## src/rtl/grid_frame_sequencer.sv

```systemverilog
// Frame sequencer: loads packets into a one-entry grid input buffer, waits for
// the grid to drain, issues settle-spaced ticks, counts spikes, traps errors.
module grid_frame_sequencer #(
    parameter int PACKET_WIDTH   = 30,
    parameter int DRAIN_CYCLES   = 16,
    parameter int SETTLE_CYCLES  = 64,
    parameter int TIMEOUT_CYCLES = 4096
) (
    input  logic                    clk,
    input  logic                    reset,
    input  logic                    start,
    input  logic [15:0]             num_packets,
    input  logic [7:0]              num_ticks,
    input  logic                    src_valid,
    input  logic [PACKET_WIDTH-1:0] src_packet,
    output logic                    src_ready,
    output logic [PACKET_WIDTH-1:0] grid_packet_in,
    output logic                    grid_input_buffer_empty,
    input  logic                    grid_ren,
    output logic                    grid_tick,
    input  logic                    grid_drained,
    input  logic                    grid_packet_out_valid,
    input  logic                    grid_token_controller_error,
    input  logic                    grid_scheduler_error,
    output logic                    busy,
    output logic                    frame_done,
    output logic [15:0]             spike_count,
    output logic                    error,
    output logic [2:0]              error_code
);

    localparam logic [2:0] S_IDLE   = 3'd0;
    localparam logic [2:0] S_LOAD   = 3'd1;
    localparam logic [2:0] S_DRAIN  = 3'd2;
    localparam logic [2:0] S_TICK   = 3'd3;
    localparam logic [2:0] S_SETTLE = 3'd4;
    localparam logic [2:0] S_DONE   = 3'd5;
    localparam logic [2:0] S_ERROR  = 3'd6;

    localparam int DW = $clog2(DRAIN_CYCLES + 1);
    localparam int SW = $clog2(SETTLE_CYCLES + 1);
    localparam int WW = $clog2(TIMEOUT_CYCLES + 1);

    localparam logic [DW-1:0] DRAIN_LAST  = DW'(DRAIN_CYCLES - 1);
    localparam logic [SW-1:0] SETTLE_LAST = SW'(SETTLE_CYCLES - 1);
    localparam logic [WW-1:0] WD_LAST     = WW'(TIMEOUT_CYCLES - 1);

    logic [2:0]              state;
    logic [2:0]              state_nx;
    logic [15:0]             num_pkts_q;
    logic [7:0]              num_ticks_q;
    logic [15:0]             pkt_cnt;
    logic [7:0]              tick_cnt;
    logic [DW-1:0]           drain_cnt;
    logic [SW-1:0]           settle_cnt;
    logic [WW-1:0]           wd_cnt;
    logic                    hold_valid;
    logic [PACKET_WIDTH-1:0] hold_data;

    logic start_ok;
    logic load;
    logic drain_done;
    logic settle_done;
    logic wd_hit;
    logic [2:0] err_set;

    assign busy        = (state != S_IDLE) && (state != S_ERROR);
    assign frame_done  = (state == S_DONE);
    assign grid_tick   = (state == S_TICK);
    assign error       = |error_code;

    assign grid_packet_in          = hold_data;
    assign grid_input_buffer_empty = ~hold_valid;

    // A consume this cycle frees the entry, so a new load may overlap it.
    assign src_ready = (state == S_LOAD) && (pkt_cnt < num_pkts_q)
                     && (!hold_valid || grid_ren);
    assign load      = src_valid && src_ready;
    assign start_ok  = (state == S_IDLE) && start;

    assign drain_done  = (state == S_DRAIN) && grid_drained
                       && (drain_cnt == DRAIN_LAST);
    assign settle_done = (state == S_SETTLE) && (settle_cnt == SETTLE_LAST);
    assign wd_hit      = (state == S_DRAIN) && (wd_cnt == WD_LAST);

    assign err_set = busy ? {wd_hit, grid_scheduler_error,
                             grid_token_controller_error} : 3'b000;

    always_comb begin
        state_nx = state;
        case (state)
            S_IDLE:   if (start) state_nx = S_LOAD;
            S_LOAD:   if (pkt_cnt == num_pkts_q && !hold_valid)
                          state_nx = S_DRAIN;
            S_DRAIN:  if (drain_done)
                          state_nx = (tick_cnt < num_ticks_q) ? S_TICK : S_DONE;
            S_TICK:   state_nx = S_SETTLE;
            S_SETTLE: if (settle_done) state_nx = S_DRAIN;
            S_DONE:   state_nx = S_IDLE;
            S_ERROR:  state_nx = S_ERROR;
            default:  state_nx = S_IDLE;
        endcase
        if (|err_set) state_nx = S_ERROR;
    end

    always_ff @(posedge clk) begin
        if (reset) begin
            state       <= S_IDLE;
            num_pkts_q  <= '0;
            num_ticks_q <= '0;
            pkt_cnt     <= '0;
            tick_cnt    <= '0;
            drain_cnt   <= '0;
            settle_cnt  <= '0;
            wd_cnt      <= '0;
            hold_valid  <= 1'b0;
            hold_data   <= '0;
            spike_count <= '0;
            error_code  <= '0;
        end else begin
            state      <= state_nx;
            error_code <= error_code | err_set;
            hold_valid <= load | (hold_valid & ~grid_ren);

            if (load) begin
                hold_data <= src_packet;
                pkt_cnt   <= pkt_cnt + 16'd1;
            end

            if (state == S_TICK) tick_cnt <= tick_cnt + 8'd1;

            if (state == S_DRAIN && grid_drained && !drain_done)
                drain_cnt <= drain_cnt + 1'b1;
            else
                drain_cnt <= '0;

            if (state == S_SETTLE && !settle_done)
                settle_cnt <= settle_cnt + 1'b1;
            else
                settle_cnt <= '0;

            wd_cnt <= (state == S_DRAIN) ? wd_cnt + 1'b1 : '0;

            if (start_ok) begin
                num_pkts_q  <= num_packets;
                num_ticks_q <= num_ticks;
                pkt_cnt     <= '0;
                tick_cnt    <= '0;
                spike_count <= '0;
            end else if (busy && grid_packet_out_valid
                         && spike_count != 16'hFFFF) begin
                spike_count <= spike_count + 16'd1;
            end
        end
    end

endmodule

```

## config.mk

```make
export PLATFORM = sky130hd
export DESIGN_NAME = grid_frame_sequencer
export DESIGN_NICKNAME = d
export VERILOG_FILES = /design/src/rtl/grid_frame_sequencer.sv
export SDC_FILE = /design/constraint.sdc
export NUM_CORES = 1
export LEC_CHECK = 0
export CAP_MARGIN = 20
export CORE_ASPECT_RATIO = 0.6
export CORE_MARGIN = 2
export CORE_UTILIZATION = 40
export DETAILED_ROUTE_END_ITERATION = 10
export GPL_ROUTABILITY_DRIVEN = 0
export PLACE_DENSITY = 0.65
export SLEW_MARGIN = 5
export SYNTH_ARGS = -nofsm -noshare
export SYNTH_HDL_FRONTEND = slang
export SYNTH_SLANG_ARGS = --single-unit
export TNS_END_PERCENT = 1
```

## constraint.sdc

```tcl
create_clock -name clk -period 3.6 [get_ports clk]
set_input_delay 0.72 -clock clk [delete_from_list [all_inputs] [get_ports clk]]
set_output_delay 0.72 -clock clk [all_outputs]
set_load 0.01 [all_outputs]
```

======== After elaboration in Yosys (flattened, before gate mapping) ========
Index checks and enable logic that the tools add are counted.
cells by class
  multiplexer cells ....................... 8
  bitwise operators ....................... 8
  reductions and logical operators ........ 29
  $lt $le $gt $ge ......................... 2
  eq/ne operators ......................... 20
  add/subtract/negate cells ............... 6
operators with widths
  cell                                                                      count
  16-bit by 1-bit adder with 16-bit output (second input constant)          2
  3-bit 2-to-1 mux                                                          7
  3-bit one-hot mux with 6 select lines                                     1
  16-bit == test                                                            1
  16-bit < comparator                                                       1
  16-bit inequality test (second input constant)                            1
  1-bit logical AND                                                         14
  13-bit by 1-bit adder with 13-bit output (second input constant)          1
  13-bit by 12-bit == test with 1-bit output (second input constant)        1
  3-bit == test (second input constant)                                     3
  3-bit by 2-bit inequality test with 1-bit output (second input constant)  3
  8-bit by 1-bit adder with 8-bit output (second input constant)            1
  8-bit < comparator                                                        1
  4-bit AND reduction                                                       2
  2-bit OR reduction                                                        4
  7-bit by 1-bit adder with 7-bit output (second input constant)            1
  7-bit by 6-bit == test with 1-bit output (second input constant)          1
  3-bit by 2-bit == test with 1-bit output (second input constant)          2
  2-bit inequality test (second input constant)                             3
  3-bit OR reduction                                                        2
  5-bit by 1-bit adder with 5-bit output (second input constant)            1
  5-bit by 4-bit == test with 1-bit output (second input constant)          1
  1-bit NOT                                                                 5
  4-bit OR reduction                                                        1
  11 further kinds                                                          13
storage, ports and cells
  bits in registers ....................... 126
  output and inout port bits .............. 55
  word-level logic and storage cells ...... 86

======== Logic depth before layout (Yosys ltp) ========
Gate-level depths: netlist (run 1).
  depth in word-level cells ............... 7
  depth in mapped cells ................... 9
  mapped depth without buffers ............ 8

======== Worst setup path after synthesis (run 1) ========
Ideal clock, no wire load.
  path type ............................... flip-flop to flip-flop
  start point ............................. register num_pkts_q[10]
  end point ............................... register pkt_cnt[10]
  path slack .............................. 1.297 ns
  cell stages (with the launch flop) ...... 10
  arrival ................................. 2.233 ns
  library setup time ...................... 0.071 ns
  data required time ...................... 3.529 ns
  clock period less this slack ............ 2.303 ns
  cells stage by stage .................... dfxtp_1 -> inv_1 -> ha_1 -> and3_4 -> a221o_1 -> a211oi_2 -> nand4_1 -> buf_4 -> or3_1 -> a21oi_1
between the ends
  word-level cells in the longest chain between the ends .. 4
ends and longest elaborated chain
  element                   RTL line  RTL
  start: declaration        50        logic [15:0] num_pkts_q;
  start signal: assignment  145       num_pkts_q <= num_packets;
  16-bit < comparator       76        assign src_ready = (state == S_LOAD) && (pkt_cnt < num_pkts_q)
  1-bit logical AND         76
  1-bit logical AND         77        && (!hold_valid || grid_ren);
  1-bit logical AND         78        assign load = src_valid && src_ready;
  end signal: assignment    127       pkt_cnt <= pkt_cnt + 16'd1;
  end: declaration          52        logic [15:0] pkt_cnt;
Every way passes these cells.
A chain may end at the register's enable or synchronous reset.

======== Worst setup path in the final report (run 1) ========
  start point ............................. register pkt_cnt[11]
  end point ............................... output src_ready
between the ends
  word-level cells in the longest chain between the ends .. 3
ends and longest elaborated chain
  element              RTL line  RTL
  16-bit < comparator  76
  1-bit logical AND    76
  1-bit logical AND    77
  end: declaration     16        output logic src_ready,
Every way passes these cells.

==> metrics.cfg, run 1 <==
[outcome]
status = finished, final reports clean

[routing]
routed_wl_mm = 13.5
drtIter0Drc = 228
drt_pass1_iterations = 4
ant_nets = 0
avgViaCountPerCell = 5.03
num_vias = 4783
drc = 0
routedWlPerCell_um = 14.2

[timing]
skew_ns = 0.0161
setup-violations-final = 0
fmax_mhz = 310
rsz0062_at_grt = false
slew_violations = 0
setup_tns_ns = 0
tightest_slew_ns = 0.690
finalHoldViolations = 0
period_minus_slack_ns = 3.22
max_slew_margin_pct = 53.7
min_period_over_period_pct = 89.6

[yosys]
synth_area_sq_mm = 0.00556
synth_edf_count = 0
yosysMostFrequentCell = dfxtp_1
syn-num-nets = 740
synth_area_leaders = dfxtp_1 45%, ha_1 6.7%, nor2_1 6.7%, mux2i_1 5.9%, nand2_1 4.7%
syn_area_per_cell_sq_um = 8.60
async_flop_share_pct = 0
synth_warnings = 0
seq_area_frac_synth_pct = 45.3
yosysTopAreaCellShare_pct = 45.3
synth-seq-cells = 126
ys.flop_type = dfxtp_1
synth.top_cells.by_count = 126 x dfxtp_1, 99 x nor2_1, 70 x nand2_1
syn_inst = 647
yosys.area.top_type = dfxtp_1
yosysUniqueCellTypes = 41

[finish]
antennaDiodeCount = 0
drive_gt1_share_pct = 6.19
area_growth_pct = 34.6
nFillCells = 1218
nets = 856
multi_input_area_sq_mm = 0.00280
final_core_util_pct = 55.0
regArea_sq_mm = 0.00252
final_area_sq_mm = 0.00749
final_cells = 951

[floorplan]
core_sq_mm = 0.0136
die_h_um = 95.3
rows = 33
start_util_pct = 40.8
fp.dieArea_sq_mm = 0.0149
die_w_um = 156
ios = 118

[worst_setup_path]
critical_path_class = reg -> out
end_kind = primary output
arrival_ns = 2.50
crit_fanout = 6
crit_required_ns = 2.88
crit_path_start_kind = register

[clock_network]
insertion_delay_ns = 0.41
postCtsHoldBufs = 0
cts-resized-gates = 0
clockBufferDepth = 2
cts_made_buffers = 17
postCtsSetupRepairBufs = 0
path_clk_slew_ns = 0.06
cts.sinks = 126
cts-root-buf = clkbuf_16
h-tree-depth = 4
cts_tree = done

[global_routing]
grt_pass1_vias = 4608
grt_max_degree = 35
grt_usage_pct = 18.7
antenna_found_initial = 0
grt_remaining_overflow = 0
grt_pass1_wl_mm = 22.3

[place]
portBuffers = 117
dpl-instance-area_sq_mm = 0.00690
dp_hpwl_mm = 9.90
numPlacedInstances = 919

[power_and_ir_drop]
vdd_drop_max_uv = 294
p_per_area_mw_per_mm2 = 551
p_leak_nw = 2.97

[min_path]
hold_path_class = reg -> reg

[job]
cap_violations = 0

where the power goes:
part           switching, mW  internal (mW)
Clock                  0.637           1.06
Combinational          0.459          0.379
Sequential            0.0987           1.50
Total                   1.19           2.93
cell type report:
class / count / share of cell area [%]
multi-input cells: 457 / 37.4
repair buffers: 123 / 16.2
inverters: 38 / 1.90
clock inverters: 13 / 1.85
flip-flops and latches: 126 / 33.7
well taps: 175 / 2.92
clock buffers: 19 / 6.05
per-stage QoR:
step	setup WS (ns)	total power, mW	hold WS, ns
6_report	0.375	4.13	0.454
5_1_grt	0.261	4.34	0.472
4_1_cts	0.343	4.17	0.459
3_5_place_dp	0.582	2.46	0.448
3_3_place_gp	0.589	2.44	0.429
2_1_floorplan	1.30	2.13	0.418
registers in the layout (all words and copies together), names as in the netlist:
name,cells
hold_valid,1
grid_packet_in,30
pkt_cnt,16
wd_cnt,13
tick_cnt,8
state,3
spike_count,16
settle_cnt,7
drain_cnt,5
num_pkts_q,16
num_ticks_q,8
error_code,3
metal layers:
layer / vias up / global-route usage [%] / routed length (um)
li1: 2441 / - / -
met1: 2280 / 26.5 / 7140
met2: 58 / 29.1 / 5970
met3: 4 / 3.68 / 380
met4: 0 / 5.50 / 42
met5: - / 0 / 0
path summary, 6_finish.rpt:
path | start | to | slack (ns) | cells past startpoint
min reg2reg | num_ticks_q[0] | num_ticks_q[0] | 0.45 | 2
min | num_ticks_q[0] | num_ticks_q[0] | 0.45 | 2
max reg2reg | pkt_cnt[11] | pkt_cnt[15] | 0.74 | 7
max | pkt_cnt[11] | src_ready | 0.38 | 7
cells by family (layout without fill, tap and decap cells):
group                    count (synthesis)  in the layout  synth area share (%)
AND/OR/NAND/NOR                        267            267                  22.4
flip-flops                             126            126                  45.3
AO/OA/AOI/OAI                           87             87                  8.82
buffers and inverters                   64            193                  4.50
adder cells (fa/ha/maj)                 30             30                  6.75
multiplexers                            33             33                  5.94
XOR/XNOR                                40             40                  6.30
layout by cell type (no fill, tap or decap), types with 2 or more instances in the layout:
master and instances:
o21ai_0 19, inv_6 2, clkdlybuf4s50_1 116, and3_1 15
clkbuf_8 2, o22ai_1 2, clkinv_4 3, clkinv_2 4
dfxtp_1 126, a21o_1 2, nor4_1 2, bufinv_16 2
o2111ai_1 2, mux2i_1 33, inv_1 38, ha_1 30
a21oi_1 51, nor2b_1 3, xor2_1 23, clkbuf_16 17
or2_2 3, nand2b_1 3, nor3_1 6, and4_1 6
xnor2_1 17, nand4_1 14, nor2_1 99, or3_1 15
a211oi_1 4, clkinvlp_4 2, buf_4 6, nand2_1 70
nand3_1 24
critical path: stages, from the launching register on:
cell	delay, ns
dfxtp_1	0.43
ha_1	0.28
and3_4	0.18
a221o_1	0.39
a21oi_1	0.16
nand3_1	0.08
inv_1	0.07
clkdlybuf4s50_1	0.52
(Power assumes the default switching activity.)
==> run 2, diff against run 1 <==
--- a/config.mk
+++ b/config.mk
@@ -12,6 +12,7 @@
 export DETAILED_ROUTE_END_ITERATION = 10
 export GPL_ROUTABILITY_DRIVEN = 0
 export PLACE_DENSITY = 0.65
+export RECOVER_POWER = 50
 export SLEW_MARGIN = 5
 export SYNTH_ARGS = -nofsm -noshare
 export SYNTH_HDL_FRONTEND = slang
==> run 2 against run 1 <==
The flow now finishes with violations (capacitance limit, slew limit); via count stayed put; worst setup slack lost 0.0022 ns; clock skew decreased by 0.0015 ns; wire length is essentially flat; first-iteration DRC count grew 0.44%; maximum frequency hardly changed; core utilization barely moved; clock-buffer cell count unchanged; register-to-register slack is essentially flat; critical path type unchanged; global-route usage unchanged; clock power hardly changed; die area stayed put; highest routed layer unchanged; largest cell class unchanged.
==> metrics.cfg, run 2 (same netlist as run 1, synthesis figures left out) <==
[timing]
setup-violations-final = 0  ; unchanged
rsz0062_at_grt = false
setup_slack_ns = 0.373  ; -0.00219 ns
slew_violations = 35  ; +35
tightest_slew_ns = 1.56  ; +0.872 ns
min_period_over_period_pct = 89.6  ; about the same
fmax_mhz = 310  ; about the same
skew_ns = 0.0146  ; -0.00150 ns
finalHoldViolations = 0  ; unchanged
period_minus_slack_ns = 3.23  ; +0.00219 ns
setup_tns_ns = 0  ; unchanged
max_slew_margin_pct = -4.14  ; -58 points

[global_routing]
grt_remaining_overflow = 0  ; unchanged
grt_pass1_wl_mm = 22.3  ; unchanged
grt_max_degree = 35  ; unchanged
antenna_found_initial = 0  ; unchanged
grt_usage_pct = 18.7  ; unchanged
grt_pass1_vias = 4608  ; unchanged

[outcome]
violations = capacitance limit, slew limit
status = finished, violations left

[worst_setup_path]
critical_path_class = reg -> out
crit_path_start_kind = register
reg2reg_from = pkt_cnt[11]
crit_required_ns = 2.88  ; about the same
cp-endpoint = src_ready
cp-startpoint = pkt_cnt[11]
crit_fanout = 6  ; unchanged
reg2reg_depth = 7  ; unchanged
rr_endpoint = pkt_cnt[15]
end_kind = primary output
rrSetupSlack_ns = 0.74  ; about the same
arrival_ns = 2.51  ; about the same

[floorplan]
core_sq_mm = 0.0136  ; unchanged
fp.dieArea_sq_mm = 0.0149  ; unchanged
rows = 33  ; unchanged
ios = 118  ; unchanged
die_w_um = 156  ; unchanged
die_h_um = 95.3  ; unchanged
start_util_pct = 40.8  ; unchanged

[routing]
routedWlPerCell_um = 14.2  ; about the same
num_vias = 4783  ; unchanged
avgViaCountPerCell = 5.03  ; unchanged
drtIter0Drc = 229  ; +0.44%
routed_wl_mm = 13.5  ; about the same
ant_nets = 0  ; unchanged
drc = 0  ; unchanged
drt_pass1_iterations = 4  ; unchanged

[finish]
final_common_cell = dfxtp_1
largest_register_ff_count = 30  ; unchanged
drive_gt1_share_pct = 5.93  ; -0.26 points
multi_input_area_sq_mm = 0.00280  ; unchanged
area_growth_pct = 34.5  ; about the same
layout_common_cells = 126 x dfxtp_1, 99 x nor2_1, 81 x clkdlybuf4s50_1
nFillCells = 1221  ; +0.25%
antennaDiodeCount = 0  ; unchanged
nets = 856  ; unchanged
regArea_sq_mm = 0.00252  ; unchanged

[clock_network]
postCtsSetupRepairBufs = 0  ; unchanged
clockBufferDepth = 2  ; unchanged
cts-root-buf = clkbuf_16
h-tree-depth = 4  ; unchanged
cts_tree = done
cts.sinks = 126  ; unchanged
path_clk_slew_ns = 0.06  ; about the same
cts_made_buffers = 17  ; unchanged
cts-resized-gates = 0  ; unchanged
insertion_delay_ns = 0.40  ; about the same
postCtsHoldBufs = 0  ; unchanged

[power_and_ir_drop]
p_leak_nw = 3.08  ; +3.7%
vdd_drop_max_uv = 293  ; -0.48%
p_per_area_mw_per_mm2 = 550  ; -0.27%

[place]
dp_hpwl_mm = 9.90  ; unchanged
place_worst_setup_slack_ns = 0.582  ; unchanged
portBuffers = 117  ; unchanged

[job]
cap_violations = 1  ; +1

[min_path]
hold_path_class = reg -> reg

## run 2: critical path, stage by stage, from the launching register on
cell and delay (ns):
dfxtp_1 0.43, ha_1 0.28, and3_4 0.18, a221o_1 0.39, a21oi_1 0.16, nand3_1 0.08, inv_1 0.07, clkdlybuf4s50_1 0.52
## run 2: stage by stage
stage / instance area (sq um) / hold slack, ns / util, % / total power, mW / instances
6_report: 7480 / 0.453 / 54.9 / 4.11 / 951
5_1_grt: 7480 / 0.472 / 54.9 / 4.33 / 951
4_1_cts: 7490 / 0.459 / 55.0 / 4.17 / 951
3_5_place_dp: 6900 / 0.448 / 50.6 / 2.46 / 919
3_3_place_gp: 6900 / 0.429 / 50.6 / 2.44 / 919
2_1_floorplan: 5560 / 0.418 / - / 2.13 / 647
## run 2: layer usage
metal	wire (um)	global-route usage, %	vias up
li1	-	-	2440
met1	7100	26.5	2277
met2	5970	29.1	62
met3	411	3.68	4
met4	48	5.50	0
met5	0	0	-
## run 2: area by class of cell
type / instances / area share (%)
tap: 175 / 2.93
inverter: 38 / 1.91
multi-input combinational: 457 / 37.4
clock inverter: 13 / 1.86
timing repair buffer: 123 / 16.1
sequential: 126 / 33.7
clock buffer: 19 / 6.05
## run 2: power breakdown
group          leakage (nW)  internal (mW)  switching (mW)
Combinational          1.77          0.368           0.459
Clock                 0.289           1.06           0.635
Sequential             1.02           1.50          0.0969
## run 2: how the worst min path moves through the flow
stage / start / end / slack [ns] / depth (start not counted)
after floorplan: drain_cnt[0] / drain_cnt[0] / 0.42 / 1
after global placement: drain_cnt[0] / drain_cnt[0] / 0.43 / 1
after detailed placement: settle_cnt[0] / settle_cnt[0] / 0.45 / 1
after CTS: settle_cnt[0] / settle_cnt[0] / 0.46 / 1
after global routing: num_pkts_q[13] / num_pkts_q[13] / 0.47 / 2
final: drain_cnt[0] / drain_cnt[0] / 0.45 / 1
==> run 3, diff against run 2 <==
--- a/config.mk
+++ b/config.mk
@@ -5,7 +5,7 @@
 export SDC_FILE = /design/constraint.sdc
 export NUM_CORES = 1
 export LEC_CHECK = 0
-export CAP_MARGIN = 20
+export CAP_MARGIN = 30
 export CORE_ASPECT_RATIO = 0.6
 export CORE_MARGIN = 2
 export CORE_UTILIZATION = 40
==> results of run 3 <==
Final layout, timing and power as in run 2 (identical DEF).
